==> config.mk <==
export PLATFORM = sky130hd
export DESIGN_NAME = vee_rail_sequencer
export DESIGN_NICKNAME = d
export VERILOG_FILES = /design/src/rtl/tub_pwr_pkg.sv /design/src/rtl/tub_sync_debounce.sv /design/src/rtl/vee_rail_sequencer.sv
export SDC_FILE = /design/constraint.sdc
export NUM_CORES = 1
export LEC_CHECK = 0
export CORE_MARGIN = 2
export CORE_UTILIZATION = 45
export CTS_BUF_LIST = sky130_fd_sc_hd__clkbuf_16
export CTS_CLUSTER_DIAMETER = 50
export DETAILED_ROUTE_END_ITERATION = 16
export GPL_ROUTABILITY_DRIVEN = 1
export PLACE_DENSITY = 0.62
export SLEW_MARGIN = 30
export SYNTH_ARGS = -nofsm -noshare
export SYNTH_HDL_FRONTEND = slang
export SYNTH_SLANG_ARGS = --single-unit
==> constraint.sdc <==
create_clock -name CLK -period 3.5 [get_ports CLK]
set_input_delay 0.7 -clock CLK [delete_from_list [all_inputs] [get_ports CLK]]
set_output_delay 0.7 -clock CLK [all_outputs]
set_load 0.01 [all_outputs]
==> src/rtl/tub_pwr_pkg.sv <==
// Shared definitions for the TUB rail sequencers: state encoding and fault codes.
// The encodings are visible on the debug STATE and FAULT_CODE readback ports.
package tub_pwr_pkg;

    typedef enum logic [2:0] {
        OFF    = 3'd0,
        RAMP   = 3'd1,
        SETTLE = 3'd2,
        ON     = 3'd3,
        FLT    = 3'd4
    } pwr_state_e;

    localparam logic [1:0] FC_NONE     = 2'b00;
    localparam logic [1:0] FC_TIMEOUT  = 2'b01;
    localparam logic [1:0] FC_VEE_LOST = 2'b10;
    localparam logic [1:0] FC_VCC_LOST = 2'b11;

    // Regulator stays enabled while ramping, settling and on.
    function automatic logic reg_on(input pwr_state_e s);
        return (s == RAMP) || (s == SETTLE) || (s == ON);
    endfunction

endpackage

==> src/rtl/tub_sync_debounce.sv <==
// Two-flop synchronizer followed by a glitch filter: the output takes a new
// level only after DEBOUNCE consecutive synchronized samples disagree with it.
module tub_sync_debounce #(
    parameter int DEBOUNCE = 4
) (
    input  logic CLK,
    input  logic RESET,
    input  logic D_ASYNC,
    output logic Q
);

    localparam int CW = (DEBOUNCE > 1) ? $clog2(DEBOUNCE) : 1;

    logic          meta_q;
    logic          sync_q;
    logic          filt_q;
    logic [CW-1:0] run_q;

    always_ff @(posedge CLK or posedge RESET) begin
        if (RESET) begin
            meta_q <= 1'b0;
            sync_q <= 1'b0;
            filt_q <= 1'b0;
            run_q  <= '0;
        end else begin
            meta_q <= D_ASYNC;
            sync_q <= meta_q;
            // Any sample agreeing with the filtered level restarts the run.
            if (sync_q != filt_q) begin
                if (run_q == CW'(DEBOUNCE - 1)) begin
                    filt_q <= sync_q;
                    run_q  <= '0;
                end else begin
                    run_q <= run_q + 1'b1;
                end
            end else begin
                run_q <= '0;
            end
        end
    end

    assign Q = filt_q;

endmodule

==> src/rtl/vee_rail_sequencer.sv <==
// -5.2 V ECL rail sequencer: ramps the regulator, waits for a settled rail,
// releases ECL logic, and latches the first fault until acknowledged.
module vee_rail_sequencer #(
    parameter int DEBOUNCE      = 4,
    parameter int RAMP_TIMEOUT  = 1000,
    parameter int SETTLE_CYCLES = 256,
    parameter int CNT_W         = 16
) (
    input  logic       CLK,
    input  logic       RESET,
    input  logic       ENABLE_REQ,
    input  logic       FAULT_CLR,
    input  logic       VCC_OK,
    input  logic       VEE_OK,
    output logic       REG_EN,
    output logic       ECL_EN,
    output logic       PWR_GOOD,
    output logic       FAULT,
    output logic [1:0] FAULT_CODE,
    output logic [2:0] STATE
);

    import tub_pwr_pkg::*;

    localparam logic [CNT_W-1:0] RAMP_LAST   = CNT_W'(RAMP_TIMEOUT - 1);
    localparam logic [CNT_W-1:0] SETTLE_LAST = CNT_W'(SETTLE_CYCLES - 1);
    localparam logic [CNT_W-1:0] CNT_MAX     = {CNT_W{1'b1}};

    logic vcc_f;
    logic vee_f;

    pwr_state_e       state_q, state_d;
    logic [CNT_W-1:0] cnt_q, cnt_d;
    logic [1:0]       code_q, code_d;
    logic             reg_en_q, ecl_en_q, pwr_good_q, fault_q;

    tub_sync_debounce #(.DEBOUNCE(DEBOUNCE)) u_vcc_filt (
        .CLK     (CLK),
        .RESET   (RESET),
        .D_ASYNC (VCC_OK),
        .Q       (vcc_f)
    );

    tub_sync_debounce #(.DEBOUNCE(DEBOUNCE)) u_vee_filt (
        .CLK     (CLK),
        .RESET   (RESET),
        .D_ASYNC (VEE_OK),
        .Q       (vee_f)
    );

    always_comb begin
        state_d = state_q;
        code_d  = code_q;
        case (state_q)
            OFF: begin
                if (ENABLE_REQ && vcc_f) state_d = RAMP;
            end
            RAMP: begin
                // A good rail arriving on the timeout cycle still counts as success.
                if (!vcc_f) begin
                    state_d = FLT;
                    code_d  = FC_VCC_LOST;
                end else if (vee_f) begin
                    state_d = ENABLE_REQ ? SETTLE : OFF;
                end else if (cnt_q == RAMP_LAST) begin
                    state_d = FLT;
                    code_d  = FC_TIMEOUT;
                end else if (!ENABLE_REQ) begin
                    state_d = OFF;
                end
            end
            SETTLE: begin
                if (!vcc_f) begin
                    state_d = FLT;
                    code_d  = FC_VCC_LOST;
                end else if (!vee_f) begin
                    state_d = FLT;
                    code_d  = FC_VEE_LOST;
                end else if (!ENABLE_REQ) begin
                    state_d = OFF;
                end else if (cnt_q == SETTLE_LAST) begin
                    state_d = ON;
                end
            end
            ON: begin
                if (!vcc_f) begin
                    state_d = FLT;
                    code_d  = FC_VCC_LOST;
                end else if (!vee_f) begin
                    state_d = FLT;
                    code_d  = FC_VEE_LOST;
                end else if (!ENABLE_REQ) begin
                    state_d = OFF;
                end
            end
            FLT: begin
                // Clearing needs the request withdrawn, so a fault never auto-restarts.
                if (FAULT_CLR && !ENABLE_REQ) begin
                    state_d = OFF;
                    code_d  = FC_NONE;
                end
            end
            default: begin
                state_d = OFF;
                code_d  = FC_NONE;
            end
        endcase
    end

    always_comb begin
        cnt_d = cnt_q;
        if (state_d != state_q) begin
            cnt_d = '0;
        end else if (((state_q == RAMP) || (state_q == SETTLE)) && (cnt_q != CNT_MAX)) begin
            cnt_d = cnt_q + 1'b1;
        end
    end

    // Outputs decode the next state so they move on the same edge as STATE.
    always_ff @(posedge CLK or posedge RESET) begin
        if (RESET) begin
            state_q    <= OFF;
            cnt_q      <= '0;
            code_q     <= FC_NONE;
            reg_en_q   <= 1'b0;
            ecl_en_q   <= 1'b0;
            pwr_good_q <= 1'b0;
            fault_q    <= 1'b0;
        end else begin
            state_q    <= state_d;
            cnt_q      <= cnt_d;
            code_q     <= code_d;
            reg_en_q   <= reg_on(state_d);
            ecl_en_q   <= (state_d == ON);
            pwr_good_q <= (state_d == ON);
            fault_q    <= (state_d == FLT);
        end
    end

    assign REG_EN     = reg_en_q;
    assign ECL_EN     = ecl_en_q;
    assign PWR_GOOD   = pwr_good_q;
    assign FAULT      = fault_q;
    assign FAULT_CODE = code_q;
    assign STATE      = state_q;

endmodule

======== Word-level counts from Yosys, hierarchy flattened ========
Cells that the tools add are included.
storage, ports and cells
  register bits after elaboration ......... 34
  latch bits .............................. 0
  memory bits (writable) .................. 0
  bits in read-only memories .............. 0
  input bits .............................. 6
  output and inout bits ................... 9
  memories kept ........................... 0
cells by class
  $add $sub $neg .......................... 3
  $mul .................................... 0
  divide/modulo/power cells ............... 0
  order comparisons ....................... 0
  equal/unequal tests ..................... 20
  shift-type cells ........................ 0
  multiplexer cells ....................... 27
  bitwise logic cells ..................... 1
  reductions and logical operators ........ 13
operators with widths
  cell                     number
  $mux W3                  12
  $mux W16                 2
  $mux W2                  11
  $add A16 B1 Y16 const B  1
  $eq A16 B10 Y1 const B   1
  $eq A16 B8 Y1 const B    1
  $ne A16 B16 Y1 const B   1
  $pmux W3 S5              1
  $eq A3 B2 Y1 const B     4
  $ne A3 B3 Y1 const B     3
  $pmux W2 S4              1
  $eq A3 B1 Y1 const B     2
  $eq A3 B3 Y1 const B     2
  $reduce_and A5 Y1        1
  $add A2 B1 Y2 const B    2
  $eq A2 B2 Y1 const B     2
  $reduce_and A2 Y1        2
  $logic_and A1 B1 Y1      3
  $logic_not A3 Y1         1
  $logic_or A1 B1 Y1       3
  $ne A3 B3 Y1             1
  $ne A1 B1 Y1             2
  $ne A2 B2 Y1 const B     1
  $reduce_bool A2 Y1       1
  other kinds (3)          3

======== Longest topological paths before layout ========
Gate-level depths: netlist of run 1.
  depth in word-level cells ............... 9
  gate-level depth with buffers ........... 8

======== Hierarchy ========
Synthesis of run 1 repeated with hierarchy kept, for this count alone.
second synthesis, totals
  cell total of the unflattened synthesis .. 168
  area, all modules ....................... 1839.3 um^2
modules (own cells, without submodules)
  module              times used  cells each  area each (um^2)
  vee_rail_sequencer  1           146         1483.9
  tub_sync_debounce   2           11          177.7

======== Least setup slack after synthesis of run 1 ========
Ideal clock, no wire load.
  path type ............................... register to register
  start point ............................. reg cnt_q[0]
  end point ............................... reg cnt_q[0]
  data arrival time ....................... 1.903 ns
  slack ................................... 1.525 ns
  cell stages (with the launch flop) ...... 9
  path buffers ............................ 1
  period minus slack after synthesis ...... 1.975 ns
  cells stage by stage .................... dfrtp_1 > ha_1 > nor4bb_1 > and4_4 > o32a_1 > o21ai_2 > o211ai_4 > buf_6 > nor2_1
on the way
  word-level cells in the longest chain between the ends .. 8
  elaborated cells between the ends (all ways) .. 17
  those cells by class .................... 1 x add/sub; 4 x eq/ne; 10 x mux; 2 x reduce/logical
RTL lines
  element                                                RTL line                   RTL
  start: declaration                                     vee_rail_sequencer.sv:33   logic [CNT_W-1:0] cnt_q, cnt_d;
  start signal: assignment                               vee_rail_sequencer.sv:131  cnt_q <= cnt_d;
  $eq A16 B8 Y1                                          vee_rail_sequencer.sv:81   end else if (cnt_q == SETTLE_LAST) begin
  $mux W3                                                vee_rail_sequencer.sv:81
  $mux W3                                                vee_rail_sequencer.sv:79   end else if (!ENABLE_REQ) begin
  $mux W3                                                vee_rail_sequencer.sv:76   end else if (!vee_f) begin
  $mux W3                                                vee_rail_sequencer.sv:73   if (!vcc_f) begin
  $pmux W3 S5                                            vee_rail_sequencer.sv:54   case (state_q)
  $ne A3 B3 Y1                                           vee_rail_sequencer.sv:112  if (state_d != state_q) begin
  $mux W16 / $reduce_bool A2 Y1 (equally long branches)  --
Several ways; a longest one is shown, not always the timed one. The select of a mux whose other input is x is not followed.
A chain may end at the register's enable or synchronous reset.

======== Worst setup path in the final report of run 1 ========
  start point ............................. in ENABLE_REQ
  end point ............................... reg cnt_q[9]
on the way
  word-level cells in the longest chain between the ends .. 7
  elaborated cells between the ends (all ways) .. 19
  those cells by class .................... 1 x eq/ne; 14 x mux; 4 x reduce/logical
RTL lines
  element                                                RTL line                                            RTL
  start: declaration                                     vee_rail_sequencer.sv:11                            input logic ENABLE_REQ,
  $mux W3                                                vee_rail_sequencer.sv:68, vee_rail_sequencer.sv:92
  $mux W3                                                vee_rail_sequencer.sv:65                            end else if (cnt_q == RAMP_LAST) begin
  $mux W3                                                vee_rail_sequencer.sv:63                            end else if (vee_f) begin
  $mux W3                                                vee_rail_sequencer.sv:60                            if (!vcc_f) begin
  $pmux W3 S5 *                                          vee_rail_sequencer.sv:54
  $ne A3 B3 Y1 *                                         vee_rail_sequencer.sv:112
  $mux W16 / $reduce_bool A2 Y1 (equally long branches)  --
Mark *: on every way between the ends. The rest lies on a longest branch, timed or not.

==> impl_metrics.toml, run 1 <==
[clocking]
clk_latency_ns = 0.28
cts_resized = 0
root_buffer = "clkbuf_16"
cts.clk_slew.worst_paths_ns = 0.05
clock_sinks = 34
htree_levels = 2
cts_buffers = 5
postCtsSetupBuffers = 0
cts_buffer_depth = 2
ctsHoldBuffers = 0
cts_tree = "built"

[placed_design]
place_congestion = 0.824
io_buffers = 14
place_inst = 224
hpwl_um = 2260

[finish]
fin_cells = 232
synthToLayoutAreaGrowth_pct = 15.1
fillers = 356
num_antenna_cells = 0
drive_gt1_share_pct = 9.78
fin_nets = 192

[sta]
clock_skew_ns = 0.00424
post-route-period-util_pct = 65.7
slew-limit-headroom_pct = 67.1
fin_crit_ns = 2.30
finalHoldViolations = 0
slew_viol_final = 0
tns_ns = 0
tightest_slew_ns = 0.493
fmax_mhz = 435
setup_viol = 0
rsz0062_at_grt = "no"

[grt]
grt_pass1_wl_um = 5830
use_met2_pct = 29.8
grt_usage_pct = 17.9
grt_pass1_vias = 1290
globalRoute.totalOverflow = 0
use_met3_pct = 5.57
busiest_layer = "met2"
grtUsageMet1_pct = 20.6
antenna_found_initial = 0
grt_start_max_net_pins = 35

[logic_synthesis]
synth_top_family_by_area = "simple AND/OR/NAND/NOR gates"
syn_area_um2 = 1770
synth_fp_nets = 178
yosys.area_share.simple_pct = 22.4
synth_compound_area_share_pct = 12.3
synth-edff-count = 0
ys_warn_count = 0
synth_cell_types = 50
synth_fa_ha_area_share_pct = 2.12
synth_flop_cell = "dfrtp_1"
syn-instance-count = 169
synthTopCellsByCount = "34 x dfrtp_1, 24 x nor2_1, 12 x xnor2_1"
synth_top_area_cell = "dfrtp_1"
ys_ff_latch = 34
ys_seq_area_share_pct = 48.0
synth_top_area_share_pct = 48.0
synthXorXnorAreaFrac_pct = 8.40
synthTopCellsByArea = "dfrtp_1 48%, xnor2_1 5.9%, nor2_1 5.1%, buf_6 2.5%, xor2_1 2.5%"
yosysMostFrequentCell = "dfrtp_1"
synth.avg_cell_area_um2 = 10.5
postSynth.asyncResetShare_pct = 100
synth_mux_area_share_pct = 1.20

[floorplan]
die_h_um = 66.7
initial_core_util_pct = 47.7
boundaryPins = 15
rows = 22
die_x_um = 66.7
fp.dieArea_um2 = 4450
core-area_um2 = 3720

[critical_path]
critPathCaptureType = "flop"
path_class = "input pin to flop"
slowest_delay_ns = 0.48
cp_top_family = "compound AO/OA/AOI/OAI gates"
start_kind = "input pin"
worstPathMaxFanout = 16
crit_arrival_ns = 2.44
r2r-start = "u_vee_filt.Q$_DFFE_PP0P_"
crit_buf_inv = 1
cp_slowest_cell = "clkdlybuf4s50_1"
crit_required_ns = 3.64
cp-startpoint = "ENABLE_REQ"
crit_chain = "clkdlybuf4s50_1 -> nand3b_1 -> a211oi_1 -> a211oi_2 -> o211ai_4 -> nor2_1"

[pwr]
p_total_mw = 1.22
power.density_nw_per_um2 = 596
vdd_drop_max_mv = 0.230
leakagePower_nw = 0.854

[detailed_routing]
wire_per_inst_um = 14.1
via_per_inst = 5.43
num_vias = 1259
drcViolationCount = 0
routed_wl_um = 3280
drt_iter0_drc = 58
postRouteAntennaNets = 0
first_pass_iters = 4

[hold_path]
hp-class = "flop to flop"
min-delay-start = "u_vcc_filt.meta_q$_DFF_PP0_"

[job]
cap_violations = 0

[outcome]
outcome = "completed"
[through the flow]
stage                     instance area (µm²)  util, %  hold WS (ns)  setup WS, ns
after CTS                                2040     54.9         0.346          1.19
final                                    2040     54.9         0.344          1.20
after floorplan                          1770        -         0.331          1.52
after global routing                     2040     54.9         0.358          1.04
after detailed placement                 1900     51.2         0.335         0.895
after global placement                   1900     51.2         0.333         0.979
[cell type report]
| type | count | area (µm²) | share of cell area, % |
|---|---|---|---|
| repair buffers | 15 | 148 | 7.24 |
| well taps | 48 | 60.1 | 2.94 |
| inverters | 6 | 22.5 | 1.10 |
| multi-input cells | 121 | 822 | 40.3 |
| flip-flops and latches | 34 | 851 | 41.7 |
| clock inverters | 3 | 11.3 | 0.552 |
| clock buffers | 5 | 125 | 6.13 |
[cells in the final DEF, fill, tap and decap left out, drive strengths merged, types with 5 or more instances in the layout]
cell           synthesis  final
nor3                   6      6
dfrtp                 34     34
xor2                   5      5
xnor2                 12     12
o21ai                  6      6
inv                    6      6
clkdlybuf4s50          0     14
clkbuf                 1      5
nand3                  6      6
nor4                   6      6
nor2                  25     25
nand2                  9      9
[report_power, final]
| part | switching, mW | internal (mW) | leakage, nW | total (mW) |
|---|---|---|---|---|
| registers | 0.0710 | 0.455 | 0.453 | 0.526 |
| logic | 0.150 | 0.137 | 0.334 | 0.287 |
| clock network | 0.148 | 0.255 | 0.0663 | 0.403 |
| total | 0.369 | 0.847 | 0.854 | 1.22 |
[state kept, by name, indices dropped and copies added, names as in the netlist, 2 cells and up]
name	cells
cnt_q	16
STATE	3
FAULT_CODE	2
u_vcc_filt.run_q	2
u_vee_filt.run_q	2
[worst reg2reg max path: stages (launching register included)]
cell and delay (ns):
dfrtp_1 0.49, nor4b_1 0.43, and4_4 0.32, a211oi_1 0.08, and2_1 0.20, o211ai_4 0.43, nor2_1 0.11
[per-layer routing]
metal / vias up / share of wire [%]
met4: 0 / 2.0
met1: 615 / 44
met2: 18 / 51
li1: 619 / -
met5: - / 0
met3: 7 / 3.3
[logic make-up after synthesis]
family / Yosys count
AND/OR/NAND/NOR: 74
flip-flops: 34
XOR/XNOR: 17
AO/OA/AOI/OAI: 25
buffers and inverters: 14
multiplexers: 2
adder cells (fa/ha/maj): 3
[final timing paths]
check | depth (start not counted) | endpoint | slack (ns)
worst max-delay path | 6 | cnt_q[9]$_DFFE_PP0P_ | 1.20
worst min-delay path | 0 | u_vcc_filt.sync_q$_DFF_PP0_ | 0.34
worst max register to register | 6 | cnt_q[9]$_DFFE_PP0P_ | 1.30
worst min register to register | 0 | u_vcc_filt.sync_q$_DFF_PP0_ | 0.34
max in group asynchronous | 3 | u_vcc_filt.run_q[0]$_DFF_PP0_ | 2.38
min in group asynchronous | 3 | u_vee_filt.run_q[0]$_DFF_PP0_ | 0.82
No activity file was read; power rests on OpenSTA's default activity.
==> inputs of run 2 (changes only) <==
clock period = 2.2 ns   (was 3.5 ns; I/O delays follow)
==> impl_metrics.toml, run 2 (synthesis gave the netlist of run 1 again) <==
[pwr]
vdd_drop_max_mv = 0.581
leakagePower_nw = 0.887
p_total_mw = 2.03
power.density_nw_per_um2 = 954

[grt]
antenna_found_initial = 0
grt_pass1_wl_um = 5630
grt_pass1_vias = 1270
grt_start_max_net_pins = 35
globalRoute.totalOverflow = 0
grt_usage_pct = 17.5

[placed_design]
place_congestion = 0.881
io_buffers = 14
place_inst = 228
hpwl_um = 2360
pre_cts_ws_ns = -0.128

[finish]
multiInputGateArea_um2 = 858
final_common_cell = "dfrtp_1"
seq_area_um2 = 851
num_antenna_cells = 0
fillers = 341
largest_reg_flops = 16
drive_gt1_share_pct = 15.2
fin_cells = 239
top_register = "cnt_q"
synthToLayoutAreaGrowth_pct = 20.1
fin_nets = 199
layout_common_cells = "34 x dfrtp_1, 24 x nor2_1, 14 x clkdlybuf4s50_1"

[sta]
setup_slack_ns = 0.135
post-route-period-util_pct = 93.9
finalHoldViolations = 0
tightest_slew_ns = 0.508
clock_skew_ns = 0.00416
whs_ns = 0.347
fin_crit_ns = 2.07
slew-limit-headroom_pct = 65.8
rsz0062_at_grt = "no"
setup_viol = 0
fmax_mhz = 484
slew_viol_final = 0

[critical_path]
critPathCaptureType = "flop"
r2r_end = "FAULT_CODE[0]$_DFFE_PP0P_"
crit_required_ns = 2.42
r2r-start = "cnt_q[0]$_DFFE_PP0P_"
crit_chain = "ha_2 -> nor4bb_4 -> and4_4 -> o32a_1 -> o21ai_4 -> buf_4 -> a211oi_1 -> a21o_1"
r2r_cells = 8
crit_arrival_ns = 2.28
path_class = "flop to flop"
start_kind = "flop"
worstPathMaxFanout = 5
cp_slowest_cell = "dfrtp_1"
r2r_slack_ns = 0.13
slowest_delay_ns = 0.39

[detailed_routing]
num_vias = 1306
postRouteAntennaNets = 0
first_pass_iters = 4
drcViolationCount = 0
via_per_inst = 5.46
drt_iter0_drc = 44
wire_per_inst_um = 14.1
routed_wl_um = 3370

[clocking]
ctsHoldBuffers = 0
clock_sinks = 34
cts.clk_slew.worst_paths_ns = 0.05
cts_buffer_depth = 2
clk_latency_ns = 0.28
cts_tree = "built"
htree_levels = 2
cts_buffers = 5
root_buffer = "clkbuf_16"

[floorplan]
boundaryPins = 15
die_x_um = 66.7
core-area_um2 = 3720
fp.dieArea_um2 = 4450
rows = 22
initial_core_util_pct = 47.7
die_h_um = 66.7

[hold_path]
min-delay-start = "u_vee_filt.meta_q$_DFF_PP0_"
hold_path_depth = 0
min_to = "u_vee_filt.sync_q$_DFF_PP0_"
hp-class = "flop to flop"

[job]
cap_violations = 0

[outcome]
outcome = "completed"
[run 2: cell count changes in the layout (fill, tap and decap cells not counted), sizes merged]
| cell | delta |
|---|---|
| buf | +7 |
[run 2: worst max-delay path by stage]
stage                               from                   endpoint  slack [ns]
floorplan           cnt_q[0]$_DFFE_PP0P_       cnt_q[0]$_DFFE_PP0P_        0.22
global placement              ENABLE_REQ      cnt_q[15]$_DFFE_PP0P_        0.02
detailed placement  cnt_q[0]$_DFFE_PP0P_       cnt_q[4]$_DFFE_PP0P_       -0.13
CTS                 cnt_q[0]$_DFFE_PP0P_       cnt_q[4]$_DFFE_PP0P_        0.02
global route        cnt_q[8]$_DFFE_PP0P_       cnt_q[9]$_DFFE_PP0P_       0.006
finish              cnt_q[0]$_DFFE_PP0P_  FAULT_CODE[0]$_DFFE_PP0P_        0.13
[run 2: per-stage QoR]
stage	setup TNS [ns]	utilization [%]	instance area (µm²)
final	0	57.3	2130
after global routing	0	57.3	2130
after CTS	0	56.3	2090
after detailed placement	-1.76	52.0	1930
after global placement	0	52.0	1930
after floorplan	0	-	1770
[run 2: layer usage]
layer | global-route usage (%) | vias to the layer above | wire length [µm]
li1 | - | 637 | -
met1 | 20.8 | 644 | 1520
met2 | 27.9 | 19 | 1630
met3 | 4.73 | 6 | 145
met4 | 11.2 | 0 | 80
met5 | 0 | - | 0
[run 2: repair_timing]
item	4_1_cts	5_1_grt
pin swaps	1	2
buffers inserted	2	1
gates cloned	0	0
setup endpoints to repair	16	16
resized for setup	1	5
[run 2: report_power, final]
part	switching, mW	internal [mW]	total [mW]	leakage, nW
clock	0.238	0.406	0.645	0.0663
combinational	0.315	0.283	0.598	0.368
sequential	0.0631	0.724	0.787	0.453
total	0.617	1.41	2.03	0.887
[run 2: cell type report]
type / count / share of cell area, %
inverters: 6 / 1.06
repair buffers: 22 / 9.41
multi-input cells: 121 / 40.3
clock inverters: 3 / 0.529
flip-flops and latches: 34 / 40.0
well taps: 48 / 2.82
clock buffers: 5 / 5.88
[run 2: worst max-delay path, delay by kind of cell, from the launching register on]
family	cells	cell delay, ns
flops	1	0.39
simple gates	2	0.62
compound gates	4	0.61
fa+ha+maj	1	0.23
buf+inv	1	0.17
==> inputs of run 3 (changes only) <==
SLEW_MARGIN = unset   (was 30)
==> results of run 3 <==
Same layout as run 2: the final DEF is identical, and so are final timing and power.
